<file path="src/rtl/fir_sched_pkg.sv">
// Shared types and helpers for the FIR channel scheduler slice.
package fir_sched_pkg;

    typedef enum logic [1:0] {IDLE, ISSUE, WAIT_DONE, OUTPUT} fir_sched_state_t;

    // Channel-id width; a single channel still needs a one-bit id field.
    function automatic int ch_w(input int num_ch);
        return (num_ch > 1) ? $clog2(num_ch) : 1;
    endfunction

endpackage

</file>
<file path="src/rtl/fir_channel_scheduler_if.sv">
// Channel-side, engine-side and result-side handshakes of the FIR channel scheduler.
interface fir_channel_scheduler_if
    import fir_sched_pkg::*;
#(
    parameter int NUM_CH     = 4,
    parameter int DATA_WIDTH = 32
);
    localparam int CH_W = ch_w(NUM_CH);

    logic [NUM_CH-1:0]            in_valid;
    logic [NUM_CH-1:0]            in_ready;
    logic [NUM_CH*DATA_WIDTH-1:0] in_i;
    logic [NUM_CH*DATA_WIDTH-1:0] in_q;

    logic                  eng_valid;
    logic                  eng_ready;
    logic [DATA_WIDTH-1:0] eng_i;
    logic [DATA_WIDTH-1:0] eng_q;
    logic [CH_W-1:0]       eng_ch;
    logic                  eng_compute;
    logic                  eng_done;
    logic [DATA_WIDTH-1:0] eng_iout;
    logic [DATA_WIDTH-1:0] eng_qout;

    logic                  out_valid;
    logic                  out_ready;
    logic [DATA_WIDTH-1:0] out_i;
    logic [DATA_WIDTH-1:0] out_q;
    logic [CH_W-1:0]       out_ch;

    modport master (
        input  in_valid, in_i, in_q, eng_ready, eng_done, eng_iout, eng_qout, out_ready,
        output in_ready, eng_valid, eng_i, eng_q, eng_ch, eng_compute, out_valid, out_i, out_q, out_ch
    );

    modport slave (
        output in_valid, in_i, in_q, eng_ready, eng_done, eng_iout, eng_qout, out_ready,
        input  in_ready, eng_valid, eng_i, eng_q, eng_ch, eng_compute, out_valid, out_i, out_q, out_ch
    );

endinterface

</file>
<file path="src/rtl/rr_arbiter.sv">
// Round-robin arbiter: first requester after ptr (with wrap) wins, one-hot grant plus index.
module rr_arbiter
    import fir_sched_pkg::*;
#(
    parameter int NUM_CH = 4
)(
    input  logic [NUM_CH-1:0]       req,
    input  logic [ch_w(NUM_CH)-1:0] ptr,
    input  logic                    enable,
    output logic [NUM_CH-1:0]       gnt,
    output logic [ch_w(NUM_CH)-1:0] idx
);
    localparam int CH_W = ch_w(NUM_CH);

    logic [CH_W-1:0] cand;
    logic            found;

    always_comb begin
        gnt   = '0;
        idx   = '0;
        cand  = '0;
        found = 1'b0;
        // Scan ptr+1 .. ptr+NUM_CH so the last winner has lowest priority.
        for (int k = 1; k <= NUM_CH; k++) begin
            cand = CH_W'((int'(ptr) + k) % NUM_CH);
            if (enable && !found && req[cand]) begin
                found     = 1'b1;
                gnt[cand] = 1'b1;
                idx       = cand;
            end
        end
    end

endmodule

</file>
<file path="src/rtl/fir_channel_scheduler.sv">
// Time-shares one complex FIR engine among NUM_CH streams with per-channel decimation.
//  state     | meaning
//  IDLE      | arbitrate, accept one sample into the issue register
//  ISSUE     | offer sample to engine until eng_ready
//  WAIT_DONE | compute running, wait for eng_done
//  OUTPUT    | offer tagged result until out_ready
module fir_channel_scheduler
    import fir_sched_pkg::*;
#(
    parameter int NUM_CH            = 4,
    parameter int DATA_WIDTH        = 32,
    parameter int DECIMATION_FACTOR = 8
)(
    input  logic                     clock,
    input  logic                     reset,
    fir_channel_scheduler_if.master  bus,
    output logic                     busy,
    output logic                     protocol_err
);
    localparam int CH_W = ch_w(NUM_CH);
    localparam int DC_W = (DECIMATION_FACTOR > 1) ? $clog2(DECIMATION_FACTOR) : 1;
    localparam logic [DC_W-1:0] DC_LAST = DC_W'(DECIMATION_FACTOR - 1);

    fir_sched_state_t state, state_nxt;

    logic [CH_W-1:0]       rr_ptr;
    logic [CH_W-1:0]       gnt_idx;
    logic [NUM_CH-1:0]     gnt;
    logic [DC_W-1:0]       dec_cnt [NUM_CH];
    logic [DATA_WIDTH-1:0] in_i_ch [NUM_CH];
    logic [DATA_WIDTH-1:0] in_q_ch [NUM_CH];
    logic [DATA_WIDTH-1:0] iss_i, iss_q, res_i, res_q;
    logic [CH_W-1:0]       iss_ch;
    logic                  iss_compute;
    logic                  accept;
    logic                  compute_now;

    // Grants are suppressed while reset is held so every output reads 0.
    rr_arbiter #(.NUM_CH(NUM_CH)) u_arb (
        .req    (bus.in_valid),
        .ptr    (rr_ptr),
        .enable (state == IDLE && reset),
        .gnt    (gnt),
        .idx    (gnt_idx)
    );

    always_comb begin
        for (int c = 0; c < NUM_CH; c++) begin
            in_i_ch[c] = bus.in_i[c*DATA_WIDTH +: DATA_WIDTH];
            in_q_ch[c] = bus.in_q[c*DATA_WIDTH +: DATA_WIDTH];
        end
    end

    assign accept      = |(bus.in_valid & gnt);
    assign compute_now = (dec_cnt[gnt_idx] == DC_LAST);

    always_comb begin
        state_nxt       = state;
        bus.in_ready    = gnt;
        bus.eng_valid   = 1'b0;
        bus.out_valid   = 1'b0;
        bus.eng_i       = iss_i;
        bus.eng_q       = iss_q;
        bus.eng_ch      = iss_ch;
        bus.eng_compute = iss_compute;
        bus.out_i       = res_i;
        bus.out_q       = res_q;
        bus.out_ch      = iss_ch;
        busy            = (state != IDLE);
        case (state)
            IDLE: begin
                if (accept) state_nxt = ISSUE;
            end
            ISSUE: begin
                bus.eng_valid = 1'b1;
                if (bus.eng_ready) state_nxt = iss_compute ? WAIT_DONE : IDLE;
            end
            WAIT_DONE: begin
                if (bus.eng_done) state_nxt = OUTPUT;
            end
            OUTPUT: begin
                bus.out_valid = 1'b1;
                if (bus.out_ready) state_nxt = IDLE;
            end
            default: state_nxt = IDLE;
        endcase
    end

    always_ff @(posedge clock) begin
        if (!reset) begin
            state        <= IDLE;
            rr_ptr       <= CH_W'(NUM_CH - 1);
            iss_i        <= '0;
            iss_q        <= '0;
            iss_ch       <= '0;
            iss_compute  <= 1'b0;
            res_i        <= '0;
            res_q        <= '0;
            protocol_err <= 1'b0;
            for (int c = 0; c < NUM_CH; c++) dec_cnt[c] <= '0;
        end else begin
            state <= state_nxt;
            if (accept) begin
                iss_i            <= in_i_ch[gnt_idx];
                iss_q            <= in_q_ch[gnt_idx];
                iss_ch           <= gnt_idx;
                iss_compute      <= compute_now;
                rr_ptr           <= gnt_idx;
                dec_cnt[gnt_idx] <= compute_now ? '0 : dec_cnt[gnt_idx] + 1'b1;
            end
            if (state == WAIT_DONE && bus.eng_done) begin
                res_i <= bus.eng_iout;
                res_q <= bus.eng_qout;
            end
            if (bus.eng_done && state != WAIT_DONE) protocol_err <= 1'b1;
        end
    end

endmodule
</file>
<file path="src/flat_wrapper.sv">
// flat-port wrapper written by rule: the top's interface ports become plain ports
module fir_channel_scheduler_flat import fir_sched_pkg::*;
#(
    parameter int NUM_CH            = 4,
    parameter int DATA_WIDTH        = 32,
    parameter int DECIMATION_FACTOR = 8
)
  (clock, reset, busy, protocol_err, bus_in_valid, bus_in_i, bus_in_q, bus_eng_ready, bus_eng_done, bus_eng_iout, bus_eng_qout, bus_out_ready, bus_in_ready, bus_eng_valid, bus_eng_i, bus_eng_q, bus_eng_ch, bus_eng_compute, bus_out_valid, bus_out_i, bus_out_q, bus_out_ch);
  fir_channel_scheduler_if #(.NUM_CH(NUM_CH), .DATA_WIDTH(DATA_WIDTH)) bus_i ();
  input  logic clock;
  input  logic reset;
  output logic busy;
  output logic protocol_err;
  input wire logic [$bits(bus_i.in_valid)-1:0] bus_in_valid;
  input wire logic [$bits(bus_i.in_i)-1:0] bus_in_i;
  input wire logic [$bits(bus_i.in_q)-1:0] bus_in_q;
  input wire logic [$bits(bus_i.eng_ready)-1:0] bus_eng_ready;
  input wire logic [$bits(bus_i.eng_done)-1:0] bus_eng_done;
  input wire logic [$bits(bus_i.eng_iout)-1:0] bus_eng_iout;
  input wire logic [$bits(bus_i.eng_qout)-1:0] bus_eng_qout;
  input wire logic [$bits(bus_i.out_ready)-1:0] bus_out_ready;
  output wire logic [$bits(bus_i.in_ready)-1:0] bus_in_ready;
  output wire logic [$bits(bus_i.eng_valid)-1:0] bus_eng_valid;
  output wire logic [$bits(bus_i.eng_i)-1:0] bus_eng_i;
  output wire logic [$bits(bus_i.eng_q)-1:0] bus_eng_q;
  output wire logic [$bits(bus_i.eng_ch)-1:0] bus_eng_ch;
  output wire logic [$bits(bus_i.eng_compute)-1:0] bus_eng_compute;
  output wire logic [$bits(bus_i.out_valid)-1:0] bus_out_valid;
  output wire logic [$bits(bus_i.out_i)-1:0] bus_out_i;
  output wire logic [$bits(bus_i.out_q)-1:0] bus_out_q;
  output wire logic [$bits(bus_i.out_ch)-1:0] bus_out_ch;
  assign bus_i.in_valid = bus_in_valid;
  assign bus_i.in_i = bus_in_i;
  assign bus_i.in_q = bus_in_q;
  assign bus_i.eng_ready = bus_eng_ready;
  assign bus_i.eng_done = bus_eng_done;
  assign bus_i.eng_iout = bus_eng_iout;
  assign bus_i.eng_qout = bus_eng_qout;
  assign bus_i.out_ready = bus_out_ready;
  assign bus_in_ready = bus_i.in_ready;
  assign bus_eng_valid = bus_i.eng_valid;
  assign bus_eng_i = bus_i.eng_i;
  assign bus_eng_q = bus_i.eng_q;
  assign bus_eng_ch = bus_i.eng_ch;
  assign bus_eng_compute = bus_i.eng_compute;
  assign bus_out_valid = bus_i.out_valid;
  assign bus_out_i = bus_i.out_i;
  assign bus_out_q = bus_i.out_q;
  assign bus_out_ch = bus_i.out_ch;
  fir_channel_scheduler #(.NUM_CH(NUM_CH), .DATA_WIDTH(DATA_WIDTH), .DECIMATION_FACTOR(DECIMATION_FACTOR)) u_core (.clock(clock), .reset(reset), .bus(bus_i), .busy(busy), .protocol_err(protocol_err));
endmodule
</file>
<file path="config.mk">
export PLATFORM = sky130hd
export DESIGN_NAME = fir_channel_scheduler_flat
export DESIGN_NICKNAME = d
export VERILOG_FILES = /design/src/rtl/fir_sched_pkg.sv /design/src/rtl/fir_channel_scheduler_if.sv /design/src/rtl/rr_arbiter.sv /design/src/rtl/fir_channel_scheduler.sv /design/src/flat_wrapper.sv
export SDC_FILE = /design/constraint.sdc
export NUM_CORES = 1
export LEC_CHECK = 0
export BUFFER_PORTS_ARGS = -buffer_cell sky130_fd_sc_hd__clkbuf_2
export CAP_MARGIN = 20
export CORE_AREA = 10 10 175 177
export DETAILED_ROUTE_END_ITERATION = 7
export DIE_AREA = 0 0 185 187
export MAX_ROUTING_LAYER = met4
export SLEW_MARGIN = 40
export SYNTH_ARGS = -nofsm -noshare
export SYNTH_HDL_FRONTEND = slang
export SYNTH_HIERARCHICAL = 1
export SYNTH_SLANG_ARGS = --single-unit
</file>
<file path="constraint.sdc">
create_clock -name clock -period 3.65 [get_ports clock]
set_input_delay 0.73 -clock clock [delete_from_list [all_inputs] [get_ports clock]]
set_output_delay 0.73 -clock clock [all_outputs]
set_load 0.02 [all_outputs]
</file>
======== Word-level counts from Yosys, hierarchy flattened ========
Memory sizes are Yosys's and may differ from the RTL's.
Cells that the tools add are included.
word-level totals
  bits in registers ....................... 136
  bits in writable memories ............... 12
  bits of input ports ..................... 329
  output and inout bits ................... 141
  word-level logic and storage cells ...... 109
  memories ................................ 1
memory list
  name            words  bits a word  rd ports  clocked after Yosys merged registers in  wr ports  RTL line                     RTL
  u_core.dec_cnt  4      3            1         0                                        4         fir_channel_scheduler.sv:29  logic [DC_W-1:0] dec_cnt [NUM_CH];
cells by class
  add/subtract/negate cells ............... 5
  magnitude comparators ................... 9
  equality and inequality tests ........... 9
  multiplexer cells ....................... 49
  bitwise logic cells ..................... 5
  reductions and logical operators ........ 22
operators by type and width
  kind                                                                                  count
  32-bit binary-select mux with 2-bit select                                            2
  32-bit two-way mux                                                                    4
  2-bit two-way mux                                                                     10
  1-bit two-way mux                                                                     18
  4-bit two-way mux                                                                     4
  1-bit logical AND                                                                     14
  2-bit by 3-bit less-than comparator with 1-bit output (second input constant)         4
  4-bit bitwise OR                                                                      3
  1-bit binary-select mux with 2-bit select                                             4
  1-bit demux with 2-bit select                                                         4
  2-bit by 1-bit greater-or-equal comparator with 1-bit output (second input constant)  4
  2-bit != test (second input constant)                                                 4
  2-bit one-hot mux with 4 select lines                                                 1
  3-bit two-way mux                                                                     2
  2-bit by 1-bit adder with 2-bit output (second input constant)                        2
  2-bit adder (second input constant)                                                   2
  4-bit AND                                                                             1
  2-bit == test (second input constant)                                                 2
  4-bit AND reduction                                                                   1
  4-bit OR reduction                                                                    1
  3-bit by 1-bit adder with 3-bit output (second input constant)                        1
  3-bit == test (second input constant)                                                 1
  3-bit greater-or-equal comparator (second input constant)                             1
  1-bit zero test                                                                       3
  6 further kinds                                                                       6

======== Longest topological paths before layout ========
  word-level depth ........................ 24
  gate-level depth with buffers ........... 16
  depth with buffers taken out ............ 12

======== Cells and area by module ========
The synthesis kept the hierarchy.
modules (own cells, without submodules)
  module                 instances  cells each  area each (um^2)  seq. area each (um^2)
  fir_channel_scheduler  1          656         6,865.3           3,083.0
  rr_arbiter             1          54          486.7             0.0

======== Worst setup path before layout ========
Ideal clock, no wire load.
  path kind ............................... reg2reg
  start ................................... register u_core.rr_ptr[0]
  end ..................................... memory u_core/dec_cnt[0][0] (netlist name) (data pin)
  setup time .............................. 150 ps
  data arrival time ....................... 3,917 ps
  required time ........................... 3,500 ps
  slack ................................... -417 ps
  stages on the path, launching flop included .. 17
  buffers on the path ..................... 4
  period minus slack after synthesis ...... 4,067 ps
  cells stage by stage .................... dfxtp_1 -> buf_6 -> inv_1 -> ha_1 -> clkbuf_1 -> mux4_1 -> nor2b_4 -> nor2_1 -> o21ai_0 -> o311a_1 -> buf_4 -> buf_4 -> mux4_2 -> ha_1 -> ha_1 -> a2111o_1 -> nor3_2
RTL lines
  what                      RTL line                      RTL
  start: declaration        fir_channel_scheduler.sv:26   logic [CH_W-1:0] rr_ptr;
  start signal: assignment  fir_channel_scheduler.sv:92   rr_ptr <= CH_W'(NUM_CH - 1);
  start signal: assignment  fir_channel_scheduler.sv:108  rr_ptr <= gnt_idx;
  end: declaration          fir_channel_scheduler.sv:29

==> metrics.cfg <==
[route]
vias_per_cell = 4.84
avgRoutedWirePerCell_um = 20.1
vias = 7359
drt-initial-drc-count = 293
wl_um = 30600
ant_nets = 0
firstDrtPassIters = 5
route.detailed.drc = 0

[yosys]
synth_cells = 710
syn-cell-area_sq_um = 7350
syn_area_per_cell_sq_um = 10.4
synth-main-ff-cell = dfxtp_1
yosys_warnings = 6
synthMuxAreaShare_pct = 22.0
synthXorXnorAreaFrac_pct = 0
synth_top_family_by_area = multiplexers
ys_async_sr_fraction_pct = 0
yosys.area_share.simple_pct = 13.8
synth_compound_area_share_pct = 15.9
yosys-top-cells-area = dfxtp_1, mux4_2, nand2_1, o2bb2ai_1, edfxtp_1
synth.distinct_cells = 49
yosysSeqAreaShare_pct = 41.9
synth_edf_count = 12
yosys.area.top_type_share_pct = 37.0
ys_seq_elements = 148
synth.largest_area_cell = dfxtp_1
synth_fa_ha_area_share_pct = 1.70
syn_nets = 1049

[floorplanning]
dieWidth_um = 185
die_y_um = 187
std_cell_rows = 61
die_area_sq_um = 34600
ios = 470
core_area_sq_um = 27300
initial_utilization_pct = 26.9

[critical_path]
r2r_start = u_core/rr_ptr[0]
crit_fanout = 5
required_ns = 3.90
r2r_cells = 12
r2r_slack_ns = 0.21
crit_type = flop to flop
timing.rr.end = u_core/dec_cnt[0][0]
cp.arrival_ns = 3.69
cp-end-kind = flop
cp-startpoint = u_core/rr_ptr[0]
start_kind = flop

[run]
maxCapViolCount = 0

[layout]
diodes = 0
nets = 1501
syn_to_final_growth_pct = 44.6
drive_gt1_share_pct = 52.4
final_cells = 1521

[place]
hpwl_um = 24700
dpl_worst_slack_ns = 0.0349
place_inst = 1488
gp_congestion = 0.913
io_buffer_count = 469

[power_and_ir_drop]
sw_frac_of_total_pct = 39.6
p_clk_share_pct = 23.3
internal-power_w = 0.00430
power_density_nw_per_um2 = 671
ir_worst_vdd_mv = 0.268
p_sw_w = 0.00283
power_w = 0.00713
combPwrFrac_pct = 45.3
leakage_nw = 4.66
power_frac_seq_pct = 31.4

[clock_tree]
clockRootBuffer = clkbuf_16
clock-sinks = 148
cts_repair_resize_count = 0
clock_latency_ns = 0.42
numCtsBuffers = 17
clkTransAtPathRegs_ns = 0.07
htreeDepth = 4
ctsHoldBuffers = 0
clockBufferDepth = 2
cts_tree = built
post-cts-setup-buffer-count = 0

[timing]
max_freq_ghz = 0.291
final_hold_viol_count = 0
fin_tns_setup_ns = 0
whs_ns = 0.452
rsz0062_at_grt = no
fin_crit_ns = 3.44
slew_headroom_pct = 46.2
worst_pin_slew_ns = 0.807
maxSlewViolCount = 0
min_period_over_period_pct = 94.2
fin_ws_ns = 0.210
finalSetupViolCount = 0
fin_skew_ns = 0.0131

[global_route]
grt_pass1_vias = 7663
grtUsageTotal_pct = 17.3
grt_overflow = 0
antenna_found_initial = 0
grt_pass1_wl_um = 45300
grt_start_max_net_pins = 73

[worst_hold_path]
hp-class = flop to flop
min_to = u_core/bus.out_q[5]
worstHoldStart = u_core/bus.out_q[5]
min_delay_path_depth = 2

[outcome]
status = finished clean

## synth_stat cells (all sizes together), types with 3 or more instances
cell type and number:
a21o 4, a21oi 70, a22o 6, a22oi 6
and3 3, buf 26, clkbuf 37, dfxtp 136
edfxtp 12, ha 10, inv 5, mux4 71
nand2 205, nand2b 3, nand3 7, nor2 10
nor2b 3, nor3 5, nor4 3, o21ai 8
o2bb2ai 64
## sequential cells by signal, indices dropped and copies added, names as in the netlist, named ones only
register / flops
u_core/state: 1
u_core/protocol_err: 1
u_core/rr_ptr: 2
u_core/bus.eng_compute: 1
u_core/bus.out_i: 32
u_core/bus.eng_i: 32
u_core/dec_cnt: 12
u_core/bus.eng_q: 32
u_core/bus.out_q: 32
u_core/bus.eng_ch: 2
## critical path, stage by stage, from the launching register on
cell and delay, ns:
dfxtp_4 0.39, inv_2 0.06, ha_1 0.33, mux4_2 0.37, nor2b_4 0.16, nor2_1 0.05, o21ai_0 0.19, o311a_4 0.30
mux4_2 0.54, ha_1 0.20, ha_1 0.20, a2111o_1 0.35, nor3_2 0.13
## cell usage in the layout, fill, tap and decap left out, types with 9 or more instances in the layout
cell / n
edfxtp_1: 12
a21oi_1: 69
ha_1: 10
mux4_2: 71
dfxtp_1: 134
buf_4: 23
nor2_1: 9
o2bb2ai_1: 64
clkbuf_2: 469
clkbuf_16: 17
nand2_1: 204
## layer usage
metal | global-route usage (%) | vias to the layer above | part of all wire (%)
met2 | 29.1 | 301 | 50
met1 | 20.3 | 3532 | 41
met5 | - | - | 0
li1 | - | 3512 | -
met4 | 3.50 | 0 | 0.87
met3 | 4.78 | 14 | 7.9
## layout make-up
class,count,area (sq um)
clock inverters,14,116
clock buffers,18,429
well taps,346,433
fillers,2799,16700
flip-flops and latches,148,3090
inverters,5,18.8
multi-input cells,494,3950
repair buffers,496,2600
## per-stage QoR
| stage | area, sq um | utilization [%] |
|---|---|---|
| 2_1_floorplan | 7370 | - |
| 3_3_place_gp | 10100 | 36.8 |
| 3_5_place_dp | 10100 | 36.8 |
| 4_1_cts | 10600 | 38.8 |
| 5_1_grt | 10600 | 38.9 |
| 6_report | 10600 | 38.9 |
## power by group through the flow
| stage | sequential [W] | clock [W] | combinational, W |
|---|---|---|---|
| after floorplan | 0.00266 | 0 | 0.00179 |
| after global placement | 0.00226 | 0 | 0.00325 |
| after detailed placement | 0.00227 | 0 | 0.00327 |
| after CTS | 0.00224 | 0.00173 | 0.00328 |
| after global routing | 0.00229 | 0.00179 | 0.00350 |
| final | 0.00224 | 0.00166 | 0.00323 |
## cell families after synthesis
kind of cell,count (synthesis)
adder cells (fa/ha/maj),10
AND/OR/NAND/NOR,245
multiplexers,72
flip-flops,148
buffers and inverters,68
AO/OA/AOI/OAI,167
## how the worst max path moves through the flow
| stage | to | slack [ns] | cells after the start |
|---|---|---|---|
| floorplan | u_core/dec_cnt[0][0] | 0.001 | 16 |
| global placement | u_core/dec_cnt[0][0] | 0.10 | 11 |
| detailed placement | u_core/dec_cnt[0][0] | 0.03 | 11 |
| CTS | u_core/dec_cnt[2][0] | 0.20 | 12 |
| global route | u_core/dec_cnt[2][0] | 0.002 | 12 |
| finish | u_core/dec_cnt[0][0] | 0.21 | 12 |
(Power assumes the default switching activity.)
